$ cat src/rtl/circular_buffer.sv
// Input-port flit FIFO for a NoC router: circular storage, first-word-fall-through
// head, empty/full status and hysteretic on/off flow control toward the sender.

package params_noc;
  localparam logic [1:0] FLIT_HEAD      = 2'b00;
  localparam logic [1:0] FLIT_BODY      = 2'b01;
  localparam logic [1:0] FLIT_TAIL      = 2'b10;
  localparam logic [1:0] FLIT_HEAD_TAIL = 2'b11;

  typedef struct packed {
    logic [1:0]  flit_type;
    logic [3:0]  x_Dest;
    logic [3:0]  y_Dest;
    logic [23:0] payload;
  } flit_Data_noVC;
endpackage

module circular_buffer
  import params_noc::*;
#(
  parameter int BUFFER_SIZE = 8,
  parameter int OFF_LEVEL   = BUFFER_SIZE - 2,
  parameter int ON_LEVEL    = BUFFER_SIZE / 2
) (
  input  logic          clk,
  input  logic          rst_n,
  input  flit_Data_noVC input_Data,
  input  logic          write_i,
  input  logic          read_i,
  output flit_Data_noVC output_Data,
  output logic          buf_empty,
  output logic          buf_full,
  output logic          buf_On_Off
);

  localparam int PTR_W = (BUFFER_SIZE > 1) ? $clog2(BUFFER_SIZE) : 1;
  localparam int CNT_W = $clog2(BUFFER_SIZE + 1);
  localparam logic [PTR_W-1:0] PTR_LAST  = PTR_W'(BUFFER_SIZE - 1);
  localparam logic [CNT_W-1:0] CNT_FULL  = CNT_W'(BUFFER_SIZE);
  localparam logic [CNT_W-1:0] CNT_OFF   = CNT_W'(OFF_LEVEL);
  localparam logic [CNT_W-1:0] CNT_ON    = CNT_W'(ON_LEVEL);

  flit_Data_noVC    mem [BUFFER_SIZE];
  logic [PTR_W-1:0] rd_ptr_reg, rd_ptr_next;
  logic [PTR_W-1:0] wr_ptr_reg, wr_ptr_next;
  logic [CNT_W-1:0] count_reg, count_next;
  logic             on_off_reg, on_off_next;
  logic             wr_en, rd_en;

  function automatic logic [PTR_W-1:0] ptr_inc(input logic [PTR_W-1:0] p);
    return (p == PTR_LAST) ? '0 : p + 1'b1;
  endfunction

  assign buf_empty  = (count_reg == '0);
  assign buf_full   = (count_reg == CNT_FULL);
  assign buf_On_Off = on_off_reg;

  // A write into a full buffer is only legal when the head leaves in the same cycle.
  assign wr_en = write_i && (!buf_full || read_i);
  assign rd_en = read_i && !buf_empty;

  assign output_Data = buf_empty ? '0 : mem[rd_ptr_reg];

  always_comb begin
    rd_ptr_next = rd_en ? ptr_inc(rd_ptr_reg) : rd_ptr_reg;
    wr_ptr_next = wr_en ? ptr_inc(wr_ptr_reg) : wr_ptr_reg;
    count_next  = count_reg;
    if (wr_en && !rd_en)
      count_next = count_reg + 1'b1;
    else if (rd_en && !wr_en)
      count_next = count_reg - 1'b1;
  end

  // Hysteresis looks at next-cycle occupancy so the sender sees OFF one edge earlier.
  always_comb begin
    on_off_next = on_off_reg;
    if (on_off_reg && (count_next >= CNT_OFF))
      on_off_next = 1'b0;
    else if (!on_off_reg && (count_next <= CNT_ON))
      on_off_next = 1'b1;
  end

  always_ff @(posedge clk or negedge rst_n) begin
    if (!rst_n) begin
      rd_ptr_reg <= '0;
      wr_ptr_reg <= '0;
      count_reg  <= '0;
      on_off_reg <= 1'b1;
    end else begin
      rd_ptr_reg <= rd_ptr_next;
      wr_ptr_reg <= wr_ptr_next;
      count_reg  <= count_next;
      on_off_reg <= on_off_next;
    end
  end

  // Storage is left out of reset; count gates the head so stale data never leaks.
  always_ff @(posedge clk) begin
    if (wr_en)
      mem[wr_ptr_reg] <= input_Data;
  end

endmodule

$ cat config.mk
export PLATFORM = sky130hd
export DESIGN_NAME = circular_buffer
export DESIGN_NICKNAME = d
export VERILOG_FILES = /design/src/rtl/circular_buffer.sv
export SDC_FILE = /design/constraint.sdc
export NUM_CORES = 1
export LEC_CHECK = 0
export BUFFER_PORTS_ARGS = -buffer_cell sky130_fd_sc_hd__buf_2
export CAP_MARGIN = 20
export CORE_ASPECT_RATIO = 0.7
export CORE_UTILIZATION = 55
export DETAILED_ROUTE_END_ITERATION = 16
export PLACE_DENSITY = 0.77
export SYNTH_ARGS = -nofsm -noshare
export SYNTH_HDL_FRONTEND = slang
export SYNTH_SLANG_ARGS = --single-unit
export TNS_END_PERCENT = 50
$ cat constraint.sdc
create_clock -name clk -period 6.08 [get_ports clk]
set_input_delay 0.304 -clock clk [delete_from_list [all_inputs] [get_ports clk]]
set_output_delay 0.304 -clock clk [all_outputs]
set_load 0.03 [all_outputs]
==> flow_summary_export.csv, run 1 <==
group,metric,value,unit
drt,antenna_left,0,
timing,unrepaired_setup_endpoints_after_global_routing,"false",
synth,synth-xor-area-share,0.240,%
status,status,"completed",
timing,hold_viol,0,
cells_and_area,area_delta_synth_final,14.7,%
worst_setup_path,critical_path.endpoint,"output_Data[5]",
synth,synth_async_sr_flop_share,3.89,%
drt,via_count,5150,
clock_network,clkSinkCount,283,
worst_setup_path,worst_path_max_delay_cell,"sky130_fd_sc_hd__dfrtp_4",
placed_design,place.port_buffers,74,
synth,ys_dominant_reg_cell,"sky130_fd_sc_hd__edfxtp_1",
timing,min_period_over_period,58.4,%
worst_setup_path,cpPeakStageDelay,970,ps
timing,transition_time_at_the_pin_with_the_least_slew_margin,1080,ps
grt,grt_overflow_total,0,
synth,synth-seq-cells,283,
cells_and_area,register_area,0.00845,mm^2
worst_setup_path,cp_num_cells,5,
synth,synth_enable_flop_cells,272,
power_and_ir_drop,p_seq_share,43.0,%
die,row_count,42,
timing,fin_skew,11.9,ps
worst_setup_path,kind_of_start_point_of_the_critical_path,"flip-flop",
worst_setup_path,critical_path.top_delay_family,"flip-flops",
synth,synthesis.area,0.0110,mm^2
worst_setup_path,timing.critical_path.from,"rd_ptr_reg[0]$_DFFE_PN0P_",
worst_setup_path,r2r.worst_path.cells,8,
worst_setup_path,critPathMaxFanout,42,
cells_and_area,design.final.nets,646,
synth,largest_family_of_logic_cells_by_synthesized_area,"multiplexers",
cells_and_area,largest_register_ff_count,272,
placed_design,gp_congestion,0.775,
worst_setup_path,worstReg2RegEnd,"mem[5][6]$_DFFE_PP_",
synth,synth_fa_ha_area_share,0.685,%
synth,muxShareOfSynthArea,17.3,%
cells_and_area,finish.instance_area,0.0126,mm^2
timing,timing.slew.headroom,28.2,%
worst_setup_path,worst_ep_arrival_time,3250,ps
worst_setup_path,worstReg2RegStart,"count_reg[0]$_DFF_PN0_",
clock_network,cts_max_level,1,
synth,synth_warnings,0,
grt,first_pass_grt_wire_length,31000,um
worst_setup_path,cp.buffers_inverters,2,
grt,antenna_violations_before_repair,0,
synth,average_instance_area_after_synthesis,21.7,um^2
clock_network,clock_tree_from_tritoncts,"done",
worst_setup_path,worstSetupEndpointType,"output port",
worst_setup_path,cp_data_required_time,5780,ps
cells_and_area,antenna-diode-count,0,
worst_setup_path,r2r_setup_slack,3100,ps
drt,route.detailed.drc,0,
die,die_area,0.0205,mm^2
power_and_ir_drop,static-leakage-power,0.00429,uW
drt,vias_per_cell,5.83,
clock_network,cts_root_buf,"sky130_fd_sc_hd__clkbuf_16",
timing,min_period,3550,ps
placed_design,detailed_place.area,0.0118,mm^2
synth,post_synthesis_net_count,550,
power_and_ir_drop,p_switching,2120,uW
timing,finalMaxSlewViolations,0,
drt,wl_per_cell,23.1,um
synth,ys_seq_area_share,77.0,%
worst_setup_path,critPathKind,"flip-flop to output port",
synth,synth_compound_area_share,0.879,%
grt,grt_max_degree,71,
power_and_ir_drop,internal,4180,uW
cells_and_area,layout.filler_cells,1253,
timing,achievable-frequency,282,MHz
clock_network,cts_made_buffers,26,
power_and_ir_drop,share_clk_of_total_power,24.7,%
synth,post_synth_num_cell_types,35,
drt,drt_iter0_drc,480,
synth,synth_cells,506,
power_and_ir_drop,switching_share,33.6,%
cells_and_area,multiInputGateArea,0.00245,mm^2
die,core_area,0.0192,mm^2
timing,setup_viol,0,
power_and_ir_drop,ir_drop,285,uV
die,top_level_ports,75,
die,die_height,120,um
placed_design,place.detailed.hpwl,11400,um
timing,setup-tns-final,0,ps
power_and_ir_drop,combinationalPowerShare,32.3,%
drt,drt_wl_total,20400,um
drt,firstDrtPassIters,5,
run,cap_violations,0,
clock_network,max-clock-path-buffers,3,
clock_network,insertion_delay,520,ps
power_and_ir_drop,totalPowerFinal,6300,uW
worst_hold_path,hold_class,"input pin to flip-flop",
cells_and_area,final_layout_size_suffix_gt1_share,34.7,%
worst_setup_path,cp_cell_instances,"buf_4 > mux4_2 > mux2i_1 > nor2_1 > buf_2",
synth,synthSimpleGateAreaFrac,2.77,%
grt,globalRouteTotalUtil,20.8,%
clock_network,worst_setup_hold_path_clk_slew,70,ps
grt,grt_pass1_vias,5341,
power_and_ir_drop,p_per_area,501,mW/mm^2
die,floorplan.initialDensity,57.1,%
die,die_w,171,um
-- through the flow --
step           cells  hold WS, ps  utilization [%]  setup slack (ps)
2_1_floorplan    506         8.41                -              1260
3_3_place_gp     837          179             61.3              3110
3_5_place_dp     837          188             61.3              3060
4_1_cts          883         31.6             65.6              2420
5_1_grt          883         47.4             65.6              2290
6_report         883         45.9             65.6              2530
-- timing repair --
item                                   CTS  global route
endpoints found under the hold margin   11             0
buffers inserted                         0             0
gates resized for setup                  0             0
hold buffers                             1             0
-- cells in the mapped netlist (2+ instances only) --
| cell type | n | area, um^2 |
|---|---|---|
| sky130_fd_sc_hd__o22ai_1 | 2 | 12.5 |
| sky130_fd_sc_hd__mux4_2 | 68 | 1530 |
| sky130_fd_sc_hd__nor2_1 | 37 | 139 |
| sky130_fd_sc_hd__mux2i_1 | 34 | 340 |
| sky130_fd_sc_hd__nand2b_1 | 5 | 31.3 |
| sky130_fd_sc_hd__xor2_1 | 2 | 17.5 |
| sky130_fd_sc_hd__buf_2 | 6 | 30.0 |
| sky130_fd_sc_hd__a21o_1 | 2 | 15.0 |
| sky130_fd_sc_hd__ha_1 | 6 | 75.1 |
| sky130_fd_sc_hd__inv_1 | 6 | 22.5 |
| sky130_fd_sc_hd__a211oi_1 | 2 | 15.0 |
| sky130_fd_sc_hd__clkbuf_1 | 16 | 60.1 |
| sky130_fd_sc_hd__edfxtp_1 | 272 | 8170 |
| sky130_fd_sc_hd__nand2_1 | 10 | 37.5 |
| sky130_fd_sc_hd__mux2_2 | 2 | 22.5 |
| sky130_fd_sc_hd__nor3_1 | 7 | 35.0 |
| sky130_fd_sc_hd__buf_1 | 2 | 7.51 |
| sky130_fd_sc_hd__dfrtp_1 | 10 | 250 |
-- routing by layer --
metal  up-vias  share of wire (%)  GRT usage [%]
li1       2261                  -              -
met1      2707                 43           29.0
met2       156                 51           35.1
met3        26                5.2           3.30
met4         0                1.6           4.34
met5         -                  0              0
-- worst reg2reg max path, cell delays in order (launching register included) --
cell	delay (ps)
sky130_fd_sc_hd__dfrtp_1	420
sky130_fd_sc_hd__inv_1	100
sky130_fd_sc_hd__ha_1	250
sky130_fd_sc_hd__nand2b_1	170
sky130_fd_sc_hd__o21ai_1	280
sky130_fd_sc_hd__inv_1	180
sky130_fd_sc_hd__nand2_1	230
sky130_fd_sc_hd__nor2_4	470
sky130_fd_sc_hd__buf_4	490
-- kinds of logic after synthesis --
group | after synthesis
simple gates | 67
flops | 283
mux | 104
compound gates | 13
xor+xnor | 3
buf+inv | 30
fa+ha+maj | 6
-- layout make-up --
class	count	area share (%)
clock inverters	14	0.975
multi-input cells	193	19.5
inverters	6	0.179
well taps	264	2.63
flip-flops and latches	283	67.2
repair buffers	92	4.04
clock buffers	31	5.49
-- worst min path at each step --
stage / startpoint / endpoint / slack (ps) / depth (start not counted)
after floorplan: rst_n / count_reg[0]$_DFF_PN0_ / 8 / 0
after global placement: rst_n / count_reg[1]$_DFF_PN0_ / 180 / 1
after detailed placement: rst_n / count_reg[1]$_DFF_PN0_ / 190 / 1
after CTS: input_Data[13] / mem[0][13]$_DFFE_PP_ / 30 / 1
after global routing: input_Data[0] / mem[7][0]$_DFFE_PP_ / 50 / 1
final: input_Data[15] / mem[4][15]$_DFFE_PP_ / 50 / 1
-- power groups by stage --
stage / Clock, uW / Sequential [uW] / Combinational (uW)
after global routing: 1650 / 2750 / 2170
final: 1550 / 2710 / 2030
after floorplan: 0 / 2560 / 1630
after CTS: 1580 / 2720 / 2060
after detailed placement: 0 / 2760 / 2050
after global placement: 0 / 2730 / 2020
-- cell usage in the layout, fill, tap and decap left out, types with 5 or more instances in the layout --
master and n:
sky130_fd_sc_hd__buf_2 74, sky130_fd_sc_hd__buf_4 17, sky130_fd_sc_hd__clkbuf_16 27, sky130_fd_sc_hd__clkinv_1 5
sky130_fd_sc_hd__dfrtp_1 7, sky130_fd_sc_hd__edfxtp_1 272, sky130_fd_sc_hd__ha_1 6, sky130_fd_sc_hd__inv_1 6
sky130_fd_sc_hd__mux2i_1 34, sky130_fd_sc_hd__mux4_2 68, sky130_fd_sc_hd__nand2_1 10, sky130_fd_sc_hd__nand2b_1 5
sky130_fd_sc_hd__nor2_1 34
(Power assumes the default switching activity.)
==> run 2, diff against run 1 <==
Clock period 6.08 ns to 3.5 ns, I/O delays scaled along.
==> run 2 against run 1 <==
Compared with the run above:
- global-route usage grew 0.74 points
- largest cell class unchanged
- combinational power grew 79%
- highest routed layer unchanged
- first-iteration DRC count shrank 7.1%
- final cell count grew 4.8%
- worst setup slack lost 2000 ps
- total power grew 73%
- register-to-register slack lost 2500 ps
- routed wire length grew 2.5%
- critical path depth is the same
- hold slack gained 20 ps
- core utilization grew 2.0 points
==> flow_summary_export.csv, run 2 (synthesis results as in run 1) <==
group,metric,value,unit
die,die_w,171,um
clock_network,cts_resized,0,
cells_and_area,area_delta_synth_final,18.2,%
drt,drt_iter0_drc,446,
die,row_count,42,
clock_network,worst_setup_hold_path_clk_slew,60,ps
timing,achievable-frequency,332,MHz
timing,final.setup.worst_slack,490,ps
drt,vias_per_cell,5.85,
cells_and_area,finalCoreUtilization,67.5,%
grt,antenna_violations_before_repair,0,
grt,grt_pass1_vias,5615,
cells_and_area,design.final.nets,685,
placed_design,place.detailed.hpwl,11900,um
clock_network,cts_max_level,1,
clock_network,cts_root_buf,"sky130_fd_sc_hd__clkbuf_16",
timing,min_period_over_period,86.0,%
grt,first_pass_grt_wire_length,32300,um
timing,finalMaxSlewViolations,0,
power_and_ir_drop,ir_drop,492,uV
worst_setup_path,worstReg2RegStart,"count_reg[0]$_DFF_PN0_",
worst_setup_path,kind_of_start_point_of_the_critical_path,"flip-flop",
die,die_height,120,um
clock_network,insertion_delay,520,ps
clock_network,clock_tree_from_tritoncts,"done",
cells_and_area,final_layout_size_suffix_gt1_share,32.7,%
die,floorplan.initialDensity,57.1,%
clock_network,clkSinkCount,283,
die,core_area,0.0192,mm^2
worst_setup_path,worst_ep_arrival_time,2830,ps
timing,timing.slew.headroom,33.6,%
timing,hold_viol,0,
die,top_level_ports,75,
grt,grt_max_degree,42,
drt,wl_per_cell,22.6,um
drt,firstDrtPassIters,5,
drt,route.detailed.drc,0,
status,status,"completed",
worst_setup_path,timing.critical_path.from,"rd_ptr_reg[0]$_DFFE_PN0P_",
worst_setup_path,r2r.worst_path.cells,8,
run,cap_violations,0,
timing,unrepaired_setup_endpoints_after_global_routing,"false",
grt,grt_overflow_total,0,
placed_design,place.port_buffers,74,
die,die_area,0.0205,mm^2
worst_setup_path,cp_data_required_time,3320,ps
power_and_ir_drop,p_per_area,842,mW/mm^2
timing,min_period,3010,ps
clock_network,cts_made_buffers,26,
timing,transition_time_at_the_pin_with_the_least_slew_margin,996,ps
placed_design,dp_slack,575,ps
cells_and_area,most_common_library_cell_in_the_layout_ignoring_fill_and_taps,"sky130_fd_sc_hd__edfxtp_1",
worst_setup_path,critPathMaxFanout,36,
worst_hold_path,hold_class,"input pin to async pin",
power_and_ir_drop,totalPowerFinal,10900,uW
cells_and_area,most-common-layout-cells,"sky130_fd_sc_hd__edfxtp_1, sky130_fd_sc_hd__buf_2, sky130_fd_sc_hd__mux4_2",
clock_network,max-clock-path-buffers,3,
timing,fin_skew,10.8,ps
worst_setup_path,critPathKind,"flip-flop to output port",
power_and_ir_drop,static-leakage-power,0.00445,uW
timing,setup_viol,0,
drt,antenna_left,0,
drt,drt_wl_total,20900,um
cells_and_area,instances_no_fill,925,
cells_and_area,largest_register_ff_count,272,
worst_setup_path,worstSetupEndpointType,"output port",
drt,via_count,5415,
grt,globalRouteTotalUtil,21.5,%
placed_design,gp_congestion,0.781,
placed_design,dp_cells,840,
[run 2: area by class of cell]
class,instances,area [um^2]
inverter,6,22.5
fill,1221,6230
sequential,283,8450
antenna,1,2.50
clock inverter,11,51.3
multi-input combinational,193,2460
clock buffer,36,709
timing repair buffer,131,918
tap,264,330
[run 2: final timing paths]
path,to,slack (ps)
max reg2reg,mem[1][16]$_DFFE_PP_,590
min in group clk,wr_ptr_reg[1]$_DFFE_PN0P_,100
min,count_reg[0]$_DFF_PN0_,70
max,output_Data[14],490
min reg2reg,count_reg[3]$_DFF_PN0_,600
max in group asynchronous,buf_On_Off$_DFFE_PN1P_,3170
[run 2: what timing repair did]
action / 4_1_cts / 5_1_grt
hold buffers: 35 / 0
hold endpoints to repair: 283 / 0
buffers inserted: 0 / 0
[run 2: critical path, stage by stage (launching register included)]
cell,delay [ps]
sky130_fd_sc_hd__dfrtp_4,860
sky130_fd_sc_hd__buf_4,380
sky130_fd_sc_hd__mux4_2,560
sky130_fd_sc_hd__mux2i_1,230
sky130_fd_sc_hd__nor2_1,70
sky130_fd_sc_hd__buf_2,190
[run 2: per-stage QoR]
step                      hold WS (ps)  cell area [um^2]  setup TNS [ps]
final                             66.0             13000               0
after global routing              76.1             12900               0
after CTS                         55.8             12900               0
after detailed placement          55.8             11800               0
after global placement            52.3             11800               0
after floorplan                   -121             11000          -42740
[run 2: routing by layer]
layer	part of all wire (%)	wire, um	vias to the layer above	GRT usage, %
met5	0	0	-	0
met4	1.1	237	0	4.45
met3	6.6	1370	22	4.19
met2	47	9930	199	34.3
met1	45	9370	2836	31.3
li1	-	-	2358	-
[run 2: power by group]
| part | internal (uW) | leakage [uW] | switching, uW |
|---|---|---|---|
| Combinational | 1550 | 0.00148 | 2090 |
| Sequential | 4230 | 0.00260 | 492 |
| Clock | 1410 | 0.000373 | 1130 |
